[src/rtl/sum_uart_pkg.sv]
// Shared types and constants for the sum UART transmitter.
// One 16-bit word is sent as two 8N1 frames, high byte first.
package sum_uart_pkg;
    typedef enum logic [1:0] {
        IDLE  = 2'd0,
        START = 2'd1,
        DATA  = 2'd2,
        STOP  = 2'd3
    } state_e;

    localparam int FRAME_BITS           = 10;
    localparam int DATA_BITS            = FRAME_BITS - 2;
    localparam int BYTES_PER_WORD       = 2;
    localparam int DEFAULT_CLKS_PER_BIT = 434;
endpackage

[src/rtl/uart_baud_tick.sv]
// Baud counter: counts 0..CLKS_PER_BIT-1 and pulses o_tick on the last count.
// i_restart holds the counter at 0 so the first bit after a restart is full length.
module uart_baud_tick
    import sum_uart_pkg::*;
#(
    parameter int CLKS_PER_BIT = DEFAULT_CLKS_PER_BIT
) (
    input  logic clk,
    input  logic rst,
    input  logic i_restart,
    output logic o_tick
);
    localparam int CW = $clog2(CLKS_PER_BIT);

    logic [CW-1:0] r_cnt;
    logic          w_last;

    assign w_last = (r_cnt == CW'(CLKS_PER_BIT - 1));
    assign o_tick = w_last & ~i_restart;

    always_ff @(posedge clk) begin
        if (rst || i_restart) begin
            r_cnt <= '0;
        end else if (w_last) begin
            r_cnt <= '0;
        end else begin
            r_cnt <= r_cnt + 1'b1;
        end
    end
endmodule

[src/rtl/sum_uart_tx.sv]
// Serialises a 16-bit sum word as two back-to-back 8N1 UART frames.
// tx and busy are registered from the next-state values, so both follow accept by one cycle.
module sum_uart_tx
    import sum_uart_pkg::*;
#(
    parameter int CLKS_PER_BIT = DEFAULT_CLKS_PER_BIT
) (
    input  logic        clk,
    input  logic        rst,
    input  logic [15:0] sum_in,
    input  logic        sum_valid,
    output logic        sum_ready,
    output logic        tx,
    output logic        busy
);
    state_e      r_state, w_next;
    logic        w_tick, w_accept;
    logic [15:0] r_shift, w_shift_next;
    logic [2:0]  r_bit_idx, w_bit_idx_next;
    logic        r_byte_idx, w_byte_idx_next;
    logic        r_tx, w_tx_next;
    logic        r_busy;

    assign sum_ready = (r_state == IDLE);
    assign w_accept  = (r_state == IDLE) && sum_valid;
    assign tx        = r_tx;
    assign busy      = r_busy;

    uart_baud_tick #(
        .CLKS_PER_BIT(CLKS_PER_BIT)
    ) u_baud (
        .clk      (clk),
        .rst      (rst),
        .i_restart(r_state == IDLE),
        .o_tick   (w_tick)
    );

    always_ff @(posedge clk) begin
        if (rst) begin
            r_state <= IDLE;
        end else begin
            r_state <= w_next;
        end
    end

    always_comb begin
        w_next = r_state;
        case (r_state)
            IDLE:  if (sum_valid) w_next = START;
            START: if (w_tick) w_next = DATA;
            DATA:  if (w_tick && r_bit_idx == 3'(DATA_BITS - 1)) w_next = STOP;
            STOP:  if (w_tick) w_next = (r_byte_idx == 1'(BYTES_PER_WORD - 1)) ? IDLE : START;
            default: w_next = IDLE;
        endcase
    end

    // Shift register holds {low byte, high byte} so bit 0 is always the next data bit out.
    always_comb begin
        w_shift_next    = r_shift;
        w_bit_idx_next  = r_bit_idx;
        w_byte_idx_next = r_byte_idx;
        if (w_accept) begin
            w_shift_next    = {sum_in[7:0], sum_in[15:8]};
            w_bit_idx_next  = '0;
            w_byte_idx_next = 1'b0;
        end else if (r_state == DATA && w_tick) begin
            w_shift_next   = {1'b0, r_shift[15:1]};
            w_bit_idx_next = r_bit_idx + 1'b1;
        end else if (r_state == STOP && w_tick) begin
            w_byte_idx_next = ~r_byte_idx;
        end

        case (w_next)
            START:   w_tx_next = 1'b0;
            DATA:    w_tx_next = w_shift_next[0];
            default: w_tx_next = 1'b1;
        endcase
    end

    always_ff @(posedge clk) begin
        if (rst) begin
            r_shift    <= '0;
            r_bit_idx  <= '0;
            r_byte_idx <= 1'b0;
            r_tx       <= 1'b1;
            r_busy     <= 1'b0;
        end else begin
            r_shift    <= w_shift_next;
            r_bit_idx  <= w_bit_idx_next;
            r_byte_idx <= w_byte_idx_next;
            r_tx       <= w_tx_next;
            r_busy     <= (w_next != IDLE);
        end
    end
endmodule

[config.mk]
export PLATFORM = sky130hd
export DESIGN_NAME = sum_uart_tx
export DESIGN_NICKNAME = d
export VERILOG_FILES = /design/src/rtl/sum_uart_pkg.sv /design/src/rtl/uart_baud_tick.sv /design/src/rtl/sum_uart_tx.sv
export SDC_FILE = /design/constraint.sdc
export NUM_CORES = 1
export LEC_CHECK = 0
export BUFFER_PORTS_ARGS = -buffer_cell sky130_fd_sc_hd__buf_4
export CAP_MARGIN = 20
export CORE_MARGIN = 2
export CORE_UTILIZATION = 25
export CTS_CLUSTER_SIZE = 20
export DETAILED_ROUTE_END_ITERATION = 8
export PLACE_DENSITY = 0.38
export SLEW_MARGIN = 40
export SYNTH_ARGS = -nofsm -noshare
export SYNTH_HDL_FRONTEND = slang
export SYNTH_SLANG_ARGS = --single-unit
[constraint.sdc]
create_clock -name clk -period 6.02 [get_ports clk]
set_clock_uncertainty 0.15 [all_clocks]
set_input_delay 0.903 -clock clk [delete_from_list [all_inputs] [get_ports clk]]
set_output_delay 0.903 -clock clk [all_outputs]
set_load 0.005 [all_outputs]
# Yosys cells after proc, flatten, opt, wreduce, memory -nomap -nowiden
# Cells that the tools add are included.
dict set report totals {
  latch_bits 0
  input_bits 19
  mem_count 0
  romBits 0
  wordCells 41
  ramBits 0
  register_bits 33
  output_inout_bits 3
}
dict set report classes {
  eq_ne 7
  n_mul 0
  bitwise_logic 4
  magnitude_cmp 0
  addsub 2
  muxes 9
  shifts 0
  reduce_logical 11
  div 0
}
# op n
set op_table {}
lappend op_table {{$mux 16} 2}
lappend op_table {{$add 9x1->9 const B} 1}
lappend op_table {{$eq 9x9->1 const B} 1}
lappend op_table {{$mux 2} 4}
lappend op_table {{$pmux 2 s4} 1}
lappend op_table {{$eq 2x2->1 const B} 3}
lappend op_table {{$eq 2x1->1 const B} 2}
lappend op_table {{$logic_and 1x1->1} 4}
lappend op_table {{$reduce_bool 2->1} 2}
lappend op_table {{$reduce_or 2->1} 2}
lappend op_table {{$add 3x1->3 const B} 1}
lappend op_table {{$eq 3x3->1 const B} 1}
lappend op_table {{$not 1->1} 3}
lappend op_table {{$logic_not 2->1} 1}
lappend op_table {{$pmux 1 s2} 1}
lappend op_table {{$reduce_and 2->1} 1}
lappend op_table {{$and 1x1->1} 1}
lappend op_table {{$logic_or 1x1->1} 1}
lappend op_table {{$mux 1} 1}

# Depth between registers and ports, before layout
# Gate-level depths: netlist of the first run.
dict set report depth {
  depth_word 8
  depth_mapped 9
  ltp_nobuf 7
}

# Modules after synthesis
# Synthesis of the first run repeated with hierarchy kept, for this count alone.
dict set report unflattened {
  cells_unflattened 155
  area_unflattened_um2 1455.1
}
# mod n_inst seq_area_each_um2 area_per_inst_um2 cells_each
set modules_own_cells {}
lappend modules_own_cells {sum_uart_tx 1 480.5 1039.7 109}
lappend modules_own_cells {uart_baud_tick 1 180.2 415.4 46}

# Worst setup path after synthesis of the first run
# Ideal clock, no wire load.
dict set report synth_timing {
  path_type {reg2reg}
  startpoint {reg u_baud.r_cnt[3]}
  endpoint {reg r_shift[0]}
  t_arrival_ns 1.615
  setup_time_ns 0.138
  required_ns 5.732
  path_buffers 2
  path_slack_ns 4.117
  stages_incl_launch_ff 8
  synth_period_minus_slack_ns 1.903
  cell_sequence {dfxtp_1 > or3_4 > nor3_4 > and3b_4 > buf_12 > buf_12 > mux2i_1 > a211oi_1}
}
dict set report synth_between {
  elab_chain_len 5
}
# element line_no
set synth_lines {}
lappend synth_lines {{start: declaration} uart_baud_tick.sv:15} ;# logic [CW-1:0] r_cnt;
lappend synth_lines {{start signal: assignment} uart_baud_tick.sv:27} ;# r_cnt <= r_cnt + 1'b1;
lappend synth_lines {{$eq 9x9->1} uart_baud_tick.sv:18} ;# assign w_last = (r_cnt == CW'(CLKS_PER_BIT - 1));
lappend synth_lines {{$and 1x1->1} uart_baud_tick.sv:19} ;# assign o_tick = w_last & ~i_restart;
lappend synth_lines {{$logic_and 1x1->1} sum_uart_tx.sv:66} ;# end else if (r_state == DATA && w_tick) begin
lappend synth_lines {{$mux 16} sum_uart_tx.sv:66}
lappend synth_lines {{$mux 16} sum_uart_tx.sv:62} ;# if (w_accept) begin
lappend synth_lines {{end signal: assignment} sum_uart_tx.sv:88} ;# r_shift <= w_shift_next;
lappend synth_lines {{end: declaration} sum_uart_tx.sv:18} ;# logic [15:0] r_shift, w_shift_next;
# No other way between the ends. The select of a mux whose other input is x is not followed.
# A chain may end at the register's enable or synchronous reset.

# Worst setup path in the final report of the first run
dict set report layout_timing {
  startpoint {reg r_state[1]}
  endpoint {out sum_ready}
}
dict set report layout_between {
  elab_chain_len 1
}
# element line_no
set layout_lines {}
lappend layout_lines {{start: declaration} sum_uart_tx.sv:16} ;# state_e r_state, w_next;
lappend layout_lines {{start signal: assignment} sum_uart_tx.sv:42} ;# r_state <= w_next;
lappend layout_lines {{$logic_not 2->1} sum_uart_tx.sv:24} ;# assign sum_ready = (r_state == IDLE);
lappend layout_lines {{end: declaration} sum_uart_tx.sv:12} ;# output logic sum_ready,
# No other way between the ends.

==> flow_summary.json, run 1 <==
{
  "synth_cell_types": 32,
  "hold_viol": 0,
  "synth-simple-area-share_pct": 20.6,
  "tightestPinTransition_ns": 0.574,
  "drt_iter0_drc": 45,
  "syn_area_um2": 1550,
  "fin_crit_sh_pct": 37.1,
  "synth_compound_area_share_pct": 10.2,
  "grt_overflow": 0,
  "r2r_end": "r_shift[11]",
  "dr_total_vias": 1167,
  "yosysTopAreaCellShare_pct": 42.6,
  "synth_cells": 167,
  "ys_seq_area_share_pct": 42.6,
  "antenna_found_initial": 0,
  "start_kind": "flip-flop",
  "htreeDepth": 2,
  "peakVddDrop_v": 0.0000651,
  "timing.setup.tns_ns": 0,
  "grt.total_usage_pct": 9.81,
  "antenna_left": 0,
  "synth_edf_count": 0,
  "power.density_nw_per_um2": 243,
  "endpoint_kind": "output pin",
  "yosysWarnings": 0,
  "drc": 0,
  "path_max_fanout": 13,
  "max_freq_ghz": 0.448,
  "cts-resized-gates": 0,
  "fp-row-count": 28,
  "cts_tree": "built",
  "final_common_cell": "dfxtp_1",
  "final_layout_size_suffix_gt1_share_pct": 19.0,
  "cts_buffers": 5,
  "r2r_slack_ns": 3.88,
  "setup_viol": 0,
  "synth-main-ff-cell": "dfxtp_1",
  "place.gp.congestion": 0.744,
  "synthArstFlopShare_pct": 0,
  "r2r_cells": 5,
  "maxCapViolations": 0,
  "cts_buffer_depth": 2,
  "grt_max_degree": 33,
  "die_x_um": 82.7,
  "crit_start": "r_state[1]",
  "synthTopCellsByArea": "dfxtp_1 43%, mux2i_1 12%, a211oi_1 7.3%",
  "hold_buffers": 0,
  "synthesis.nets": 190,
  "wire_per_inst_um": 11.9,
  "leakage_uw": 0.000629,
  "crit_path_top_delay_cell": "dfxtp_1",
  "layout_common_cells": "33 x dfxtp_1, 30 x nor2_1, 21 x buf_4",
  "muxShareOfSynthArea_pct": 13.0,
  "cts_sinks": 33,
  "synth_top_family_by_area": "simple AND/OR/NAND/NOR gates",
  "vias_per_cell": 4.51,
  "endpoint": "sum_ready",
  "rsz0062_at_grt": "false",
  "cts-root-buf": "clkbuf_8",
  "area_growth_pct": 17.1,
  "synth_fa_ha_area_share_pct": 3.23,
  "worstSetupPathType": "flip-flop to output pin",
  "clkTransAtPathRegs_ns": 0.07,
  "crit-reg2reg-launch": "u_baud.r_cnt[3]",
  "ys_ff_latch": 33,
  "avgSynthCellArea_um2": 9.28,
  "slew_headroom_pct": 61.6,
  "first_pass_iters": 4,
  "die_y_um": 82.7,
  "clk_latency_ns": 0.28,
  "n_antenna_cell": 0,
  "hpwl_um": 2120,
  "cts_setup_buffers": 0,
  "synthXorXnorAreaFrac_pct": 5.09,
  "grt_pass1_wl_um": 4930,
  "wl_um": 3090,
  "max_stage_delay_ns": 0.56,
  "grt_pass1_vias": 1002,
  "yosys.area.top_type": "dfxtp_1",
  "critical_path_required_ns": 4.97,
  "final_net_count": 206,
  "portBuffers": 21,
  "crit_arrival_ns": 1.18,
  "dieArea_um2": 6840,
  "post-route-min-period_ns": 2.23,
  "coreArea_um2": 5960,
  "slew_violations": 0,
  "min-delay-path-class": "flip-flop to flip-flop",
  "io_pins": 22,
  "utilization_pct": 30.5,
  "status": "completed",
  "crit_chain": "nor2_1 -> buf_4",
  "start_util_pct": 26.0
}
-- flip-flops by register name (all words and copies together), names as in the netlist --
register	flops
busy	1
r_bit_idx	3
r_byte_idx	1
r_shift	16
r_state	2
tx	1
u_baud.r_cnt	9
-- worst min-delay path by stage --
stage	from	endpoint	slack, ns	cells past startpoint
finish	u_baud.r_cnt[0]	u_baud.r_cnt[0]	0.32	1
detailed placement	u_baud.r_cnt[0]	u_baud.r_cnt[0]	0.31	1
global route	u_baud.r_cnt[0]	u_baud.r_cnt[0]	0.34	1
global placement	u_baud.r_cnt[0]	u_baud.r_cnt[0]	0.30	1
floorplan	u_baud.r_cnt[0]	u_baud.r_cnt[0]	0.28	1
CTS	u_baud.r_cnt[0]	u_baud.r_cnt[0]	0.32	1
-- critical path: cells and delay by family, from the launching register on --
family	cells	cell delay, ns
buffers and inverters	1	0.17
DFF	1	0.56
and+or+nand+nor	1	0.17
-- synthesized netlist by cell type (all sizes together) (2+ instances only) --
cell,count
mux2i,19
clkbuf,9
xor2,4
a31oi,2
dfxtp,33
nand2,11
or3,2
a211oi,15
a21oi,4
nand3,6
ha,4
nor3,6
nor2,30
xnor2,5
buf,3
-- per-stage QoR --
stage / instance area, um^2 / cells / hold slack [ns] / power [uW] / setup WS [ns]
5_1_grt: 1810 / 259 / 0.339 / 465 / 3.72
3_3_place_gp: 1720 / 251 / 0.295 / 284 / 3.73
4_1_cts: 1810 / 259 / 0.322 / 449 / 3.76
6_report: 1810 / 259 / 0.317 / 441 / 3.79
3_5_place_dp: 1730 / 251 / 0.306 / 285 / 3.88
2_1_floorplan: 1550 / 167 / 0.280 / 267 / 4.12
-- kinds of logic (layout without fill, tap and decap cells) --
group / Yosys count / count (layout)
muxes: 20 / 20
DFF: 33 / 33
xor gates and xnor gates: 9 / 9
buffers and inverters: 13 / 30
adders and majority gates: 4 / 4
AOI/OAI and AO/OA: 23 / 23
and+or+nand+nor: 65 / 65
-- per-layer routing --
| layer | global-route usage (%) | wire length (um) | up-vias |
|---|---|---|---|
| met1 | 12.4 | 1490 | 534 |
| li1 | - | - | 611 |
| met3 | 3.91 | 135 | 6 |
| met5 | 0 | 0 | - |
| met4 | 4.92 | 57 | 0 |
| met2 | 14.4 | 1410 | 16 |
-- cell type report --
cell class                      instances  area [um^2]
Inverter                                1         3.75
Clock inverter                          2         10.0
Clock buffer                            6         72.6
Multi-Input combinational cell        121          816
Timing Repair Buffer                   21          158
Tap cell                               75         93.8
Fill cell                             640         4140
Sequential cell                        33          661
-- power by group --
| part | total (uW) | internal, uW | switching, uW |
|---|---|---|---|
| Sequential | 237 | 230 | 7.45 |
| Clock | 161 | 80.1 | 81.0 |
| Combinational | 42.1 | 21.4 | 20.7 |
| Total | 441 | 332 | 109 |
Note: power is estimated with default switching activity, not from simulation.
==> run 2: changes to the inputs <==
Clock period 6.02 ns to 2.35 ns, I/O delays scaled along.
==> run 2 against run 1 <==
Effect of this change: worst hold slack got worse by 0.15 ns; die area unchanged; clock power rose to 2.9 times the previous value; core utilization increased by 0.42 points; sequential share of layout area is 0.50 points lower; cell area rose by 1.4%; first-iteration DRC count grew 4.4%; critical path depth rose by 3; cell count rose by 0.77%; sequential cell count is the same.
==> flow_summary.json, run 2 (synthesis results as in run 1) <==
{
  "status": "completed",
  "wl_um": 3010,
  "fin_crit_sh_pct": 86.5,
  "drc": 0,
  "worstSetupPathType": "flip-flop to flip-flop",
  "final_net_count": 208,
  "antenna_left": 0,
  "antenna_found_initial": 0,
  "coreArea_um2": 5960,
  "cts_buffers": 5,
  "drt_iter0_drc": 47,
  "final_layout_size_suffix_gt1_share_pct": 19.4,
  "cts_buffer_depth": 2,
  "clkTransAtPathRegs_ns": 0.07,
  "place.gp.congestion": 0.782,
  "min-delay-path-class": "input pin to flip-flop",
  "cts_sinks": 33,
  "dieArea_um2": 6840,
  "tightestPinTransition_ns": 0.390,
  "first_pass_iters": 4,
  "endpoint_kind": "flip-flop",
  "cts_setup_buffers": 0,
  "area_growth_pct": 18.7,
  "slew_violations": 0,
  "hold_buffers": 0,
  "hold_viol": 0,
  "peakVddDrop_v": 0.000168,
  "cts-root-buf": "clkbuf_8",
  "htreeDepth": 2,
  "grt_max_degree": 33,
  "grt.total_usage_pct": 9.61,
  "hpwl_um": 2080,
  "final_common_cell": "dfxtp_1",
  "layout_common_cells": "33 x dfxtp_1, 30 x nor2_1, 23 x buf_4",
  "path_max_fanout": 19,
  "largest_reg_flops": 16,
  "max_flop_register": "r_shift",
  "rsz0062_at_grt": "false",
  "grt_overflow": 0,
  "grt_pass1_wl_um": 4890,
  "slew_headroom_pct": 74.0,
  "vias_per_cell": 4.52,
  "fill_cells": 651,
  "n_antenna_cell": 0,
  "start_util_pct": 26.0,
  "max_freq_ghz": 0.492,
  "crit_arrival_ns": 2.08,
  "grt_pass1_vias": 1058,
  "leakage_uw": 0.000648,
  "critical_path_required_ns": 2.40,
  "wire_per_inst_um": 11.5,
  "maxCapViolations": 0,
  "start_kind": "flip-flop",
  "power.density_nw_per_um2": 646,
  "timing.setup.tns_ns": 0,
  "die_x_um": 82.7,
  "dr_total_vias": 1179,
  "reg.largest.list": "r_shift: 16 flops, u_baud.r_cnt: 9 flops, r_bit_idx: 3 flops",
  "cts_tree": "built",
  "post-route-min-period_ns": 2.03,
  "clk_latency_ns": 0.28,
  "fp-row-count": 28,
  "setup_viol": 0,
  "portBuffers": 21,
  "die_y_um": 82.7,
  "p_total_uw": 1190,
  "io_pins": 22,
  "cts-resized-gates": 0
}
run 2: changes by cell type in the layout (fill, tap and decap cells not counted):
cell      change
clkinv_2      -1
clkbuf_8      +2
nor4_1        +1
nand2_1       +1
clkbuf_1      -1
nand2_2       -1
buf_4         +2
nor4_2        -1
run 2: where the power goes:
| group | internal, uW | total [uW] | switching, uW |
|---|---|---|---|
| registers | 589 | 609 | 19.6 |
| logic | 56.1 | 108 | 52.2 |
| clock network | 265 | 472 | 207 |
| total | 910 | 1190 | 279 |
run 2: cell type report:
type                    count  area (um^2)  share of cell area (%)
flip-flops and latches     33          661                    35.9
clock buffers               7         96.3                    5.24
repair buffers             23          173                    9.39
well taps                  75         93.8                    5.10
clock inverters             1         5.00                   0.272
inverters                   1         3.75                   0.204
multi-input cells         121          807                    43.9
run 2: layer usage:
metal	part of all wire [%]	track usage (%)	vias up
met3	4.5	2.93	8
li1	-	-	615
met2	46	14.4	16
met4	2.0	5.90	0
met1	48	12.0	540
met5	0	0	-
run 2: worst paths after layout:
path,to,depth (start not counted),start,slack [ns]
worst max register to register,r_shift[12],5,u_baud.r_cnt[3],0.32
worst max-delay path,r_shift[12],5,u_baud.r_cnt[3],0.32
worst min register to register,u_baud.r_cnt[0],1,u_baud.r_cnt[0],0.32
worst min-delay path,r_shift[15],3,sum_in[7],0.16
run 2: worst max-delay path: stages, from the launching register on:
cell and delay (ns):
dfxtp_1 0.35, or3_4 0.40, nor3_4 0.20, and3b_4 0.48, mux2i_1 0.13, a211oi_1 0.24
run 2: through the flow:
stage	instances	util, %	hold slack (ns)	setup WS, ns	area (um^2)
2_1_floorplan	167	-	0.280	0.447	1550
3_3_place_gp	253	29.2	0.304	0.341	1740
3_5_place_dp	253	29.2	0.310	0.291	1740
4_1_cts	261	30.9	0.159	0.280	1840
5_1_grt	261	30.9	0.168	0.141	1840
6_report	261	30.9	0.164	0.317	1840
==> run 3: changes to the inputs <==
Settings changed: PLACE_DENSITY 0.38 to 0.4.
Clock period 2.35 ns to 1.7 ns, I/O delays scaled along.
==> run 3 against run 2 <==
Effect of this change: the flow now finishes with violations (setup timing); cell area grew 12%; sequential power up 38%; via count grew 5.7%; first-iteration DRC count decreased by 40%; worst hold slack lost 0.076 ns; core utilization rose by 3.7 points; sequential cell count is the same; global-route usage grew 1.3 points; wire length rose by 8.9%; count of clock-buffer cells in the layout unchanged; clock power grew 36%; combinational power up 66%; largest cell class unchanged; largest power group unchanged.
==> flow_summary.json, run 3 (synthesis results as in run 1) <==
{
  "endpoint_kind": "flip-flop",
  "slew_violations": 0,
  "antenna_found_initial": 0,
  "slew_headroom_pct": 73.4,
  "portBuffers": 21,
  "final_layout_size_suffix_gt1_share_pct": 32.0,
  "min-delay-path-class": "input pin to flip-flop",
  "violations": "setup timing",
  "fill_cells": 636,
  "io_pins": 22,
  "crit_arrival_ns": 1.82,
  "status": "finished, violations left",
  "crit_path_top_delay_cell": "or3_4",
  "peakVddDrop_v": 0.000295,
  "cts_sinks": 33,
  "worstSetupPathType": "flip-flop to flip-flop",
  "area_growth_pct": 33.1,
  "layout_common_cells": "36 x buf_4, 30 x dfxtp_1, 29 x nor2_1",
  "max_stage_delay_ns": 0.38,
  "antenna_left": 0,
  "crit_chain": "or3_4 -> nor3_4 -> and3b_4 -> buf_12 -> mux2i_2 -> a211oi_1",
  "place_inst": 269,
  "max_flop_register": "r_shift",
  "fp-row-count": 28,
  "n_antenna_cell": 0,
  "wl_um": 3280,
  "r2r_slack_ns": -0.11,
  "drc": 0,
  "htreeDepth": 2,
  "die_x_um": 82.7,
  "vias_per_cell": 4.48,
  "grt_overflow": 0,
  "cts-root-buf": "clkbuf_8",
  "fin_cells": 278,
  "fin_crit_sh_pct": 106,
  "rsz0062_at_grt": "true",
  "path_max_fanout": 8,
  "power.density_nw_per_um2": 808,
  "hold_viol": 0,
  "start_util_pct": 26.0,
  "hold_buffers": 0,
  "max_freq_ghz": 0.554,
  "cts_buffers": 5,
  "coreArea_um2": 5960,
  "leakage_uw": 0.000764,
  "setup_slack_ns": -0.106,
  "place.gp.congestion": 0.839,
  "endpoint": "r_shift[9]",
  "die_y_um": 82.7,
  "largest_reg_flops": 16,
  "final_net_count": 225,
  "cts_buffer_depth": 2,
  "place_ws_ns": -0.103,
  "first_pass_iters": 4,
  "dr_total_vias": 1246,
  "start_kind": "flip-flop",
  "wire_per_inst_um": 11.8,
  "hpwl_um": 2350,
  "clkTransAtPathRegs_ns": 0.07,
  "r2r_end": "r_shift[9]",
  "grt_pass1_vias": 1170,
  "clk_latency_ns": 0.28,
  "post-route-min-period_ns": 1.81,
  "crit-reg2reg-launch": "u_baud.r_cnt[3]",
  "reg.largest.list": "r_shift: 16 flops, u_baud.r_cnt: 9 flops, r_bit_idx: 3 flops",
  "final_common_cell": "buf_4",
  "critical_path_required_ns": 1.71,
  "crit_start": "u_baud.r_cnt[3]",
  "setup_viol": 19,
  "cp.depth": 6,
  "r2r_cells": 6,
  "drt_iter0_drc": 28,
  "dieArea_um2": 6840,
  "grt.total_usage_pct": 10.9,
  "hold_path.startpoint": "sum_in[7]",
  "grt_max_degree": 33,
  "cp_num_buf_inv": 1,
  "tightestPinTransition_ns": 0.398,
  "cts_tree": "built",
  "cp_top_family": "simple AND/OR/NAND/NOR gates",
  "grt_pass1_wl_um": 5470,
  "maxCapViolations": 0
}
==> run 3: power by group <==
group	internal [uW]	total [uW]	switching (uW)
Sequential	815	842	27.3
Clock	366	644	279
Combinational	98.3	179	80.9
==> run 3: layout make-up <==
type,instances,area (um^2),share of cell area [%]
Clock buffer,7,96.3,4.67
Tap cell,75,93.8,4.55
Clock inverter,1,5.00,0.243
Multi-Input combinational cell,121,848,41.1
Sequential cell,33,664,32.2
Timing Repair Buffer,40,350,17.0
Inverter,1,3.75,0.182
==> run 3: per-layer routing <==
layer | track usage [%] | wire, um | vias to the layer above
met1 | 15.4 | 1640 | 572
met5 | 0 | 0 | -
met3 | 3.37 | 158 | 7
met2 | 14.8 | 1400 | 22
met4 | 5.41 | 75 | 0
li1 | - | - | 645
==> run 3: per-stage QoR <==
stage | hold WS (ns) | power (uW) | utilization (%) | setup TNS (ns) | cell area, um^2
2_1_floorplan | 0.245 | 946 | - | -2.93 | 1550
3_3_place_gp | 0.350 | 1030 | 32.1 | -1.04 | 1910
3_5_place_dp | 0.351 | 1030 | 32.1 | -1.35 | 1910
4_1_cts | 0.0799 | 1690 | 34.0 | -1.53 | 2020
5_1_grt | 0.0920 | 1760 | 34.6 | -2.90 | 2060
6_report | 0.0887 | 1670 | 34.6 | -1.15 | 2060
==> run 3: repair_timing <==
item	in CTS	in global routing
resized for setup	4	8
pin swaps	9	4
endpoints found under the setup margin	20	31
setup buffers	0	1
==> run 3: worst min path at each step <==
stage,to,slack (ns),depth (start not counted)
global placement,r_shift[15],0.35,2
global route,r_shift[15],0.09,3
floorplan,r_shift[15],0.25,2
finish,r_shift[15],0.09,3
detailed placement,r_shift[15],0.35,2
CTS,r_shift[15],0.08,3
==> run 3: worst min-delay path, delay by kind of cell <==
kind	cells	cell delay, ns
AO/OA/AOI/OAI	1	0.06
buffers and inverters	1	0.11
AND/OR/NAND/NOR	1	0.05
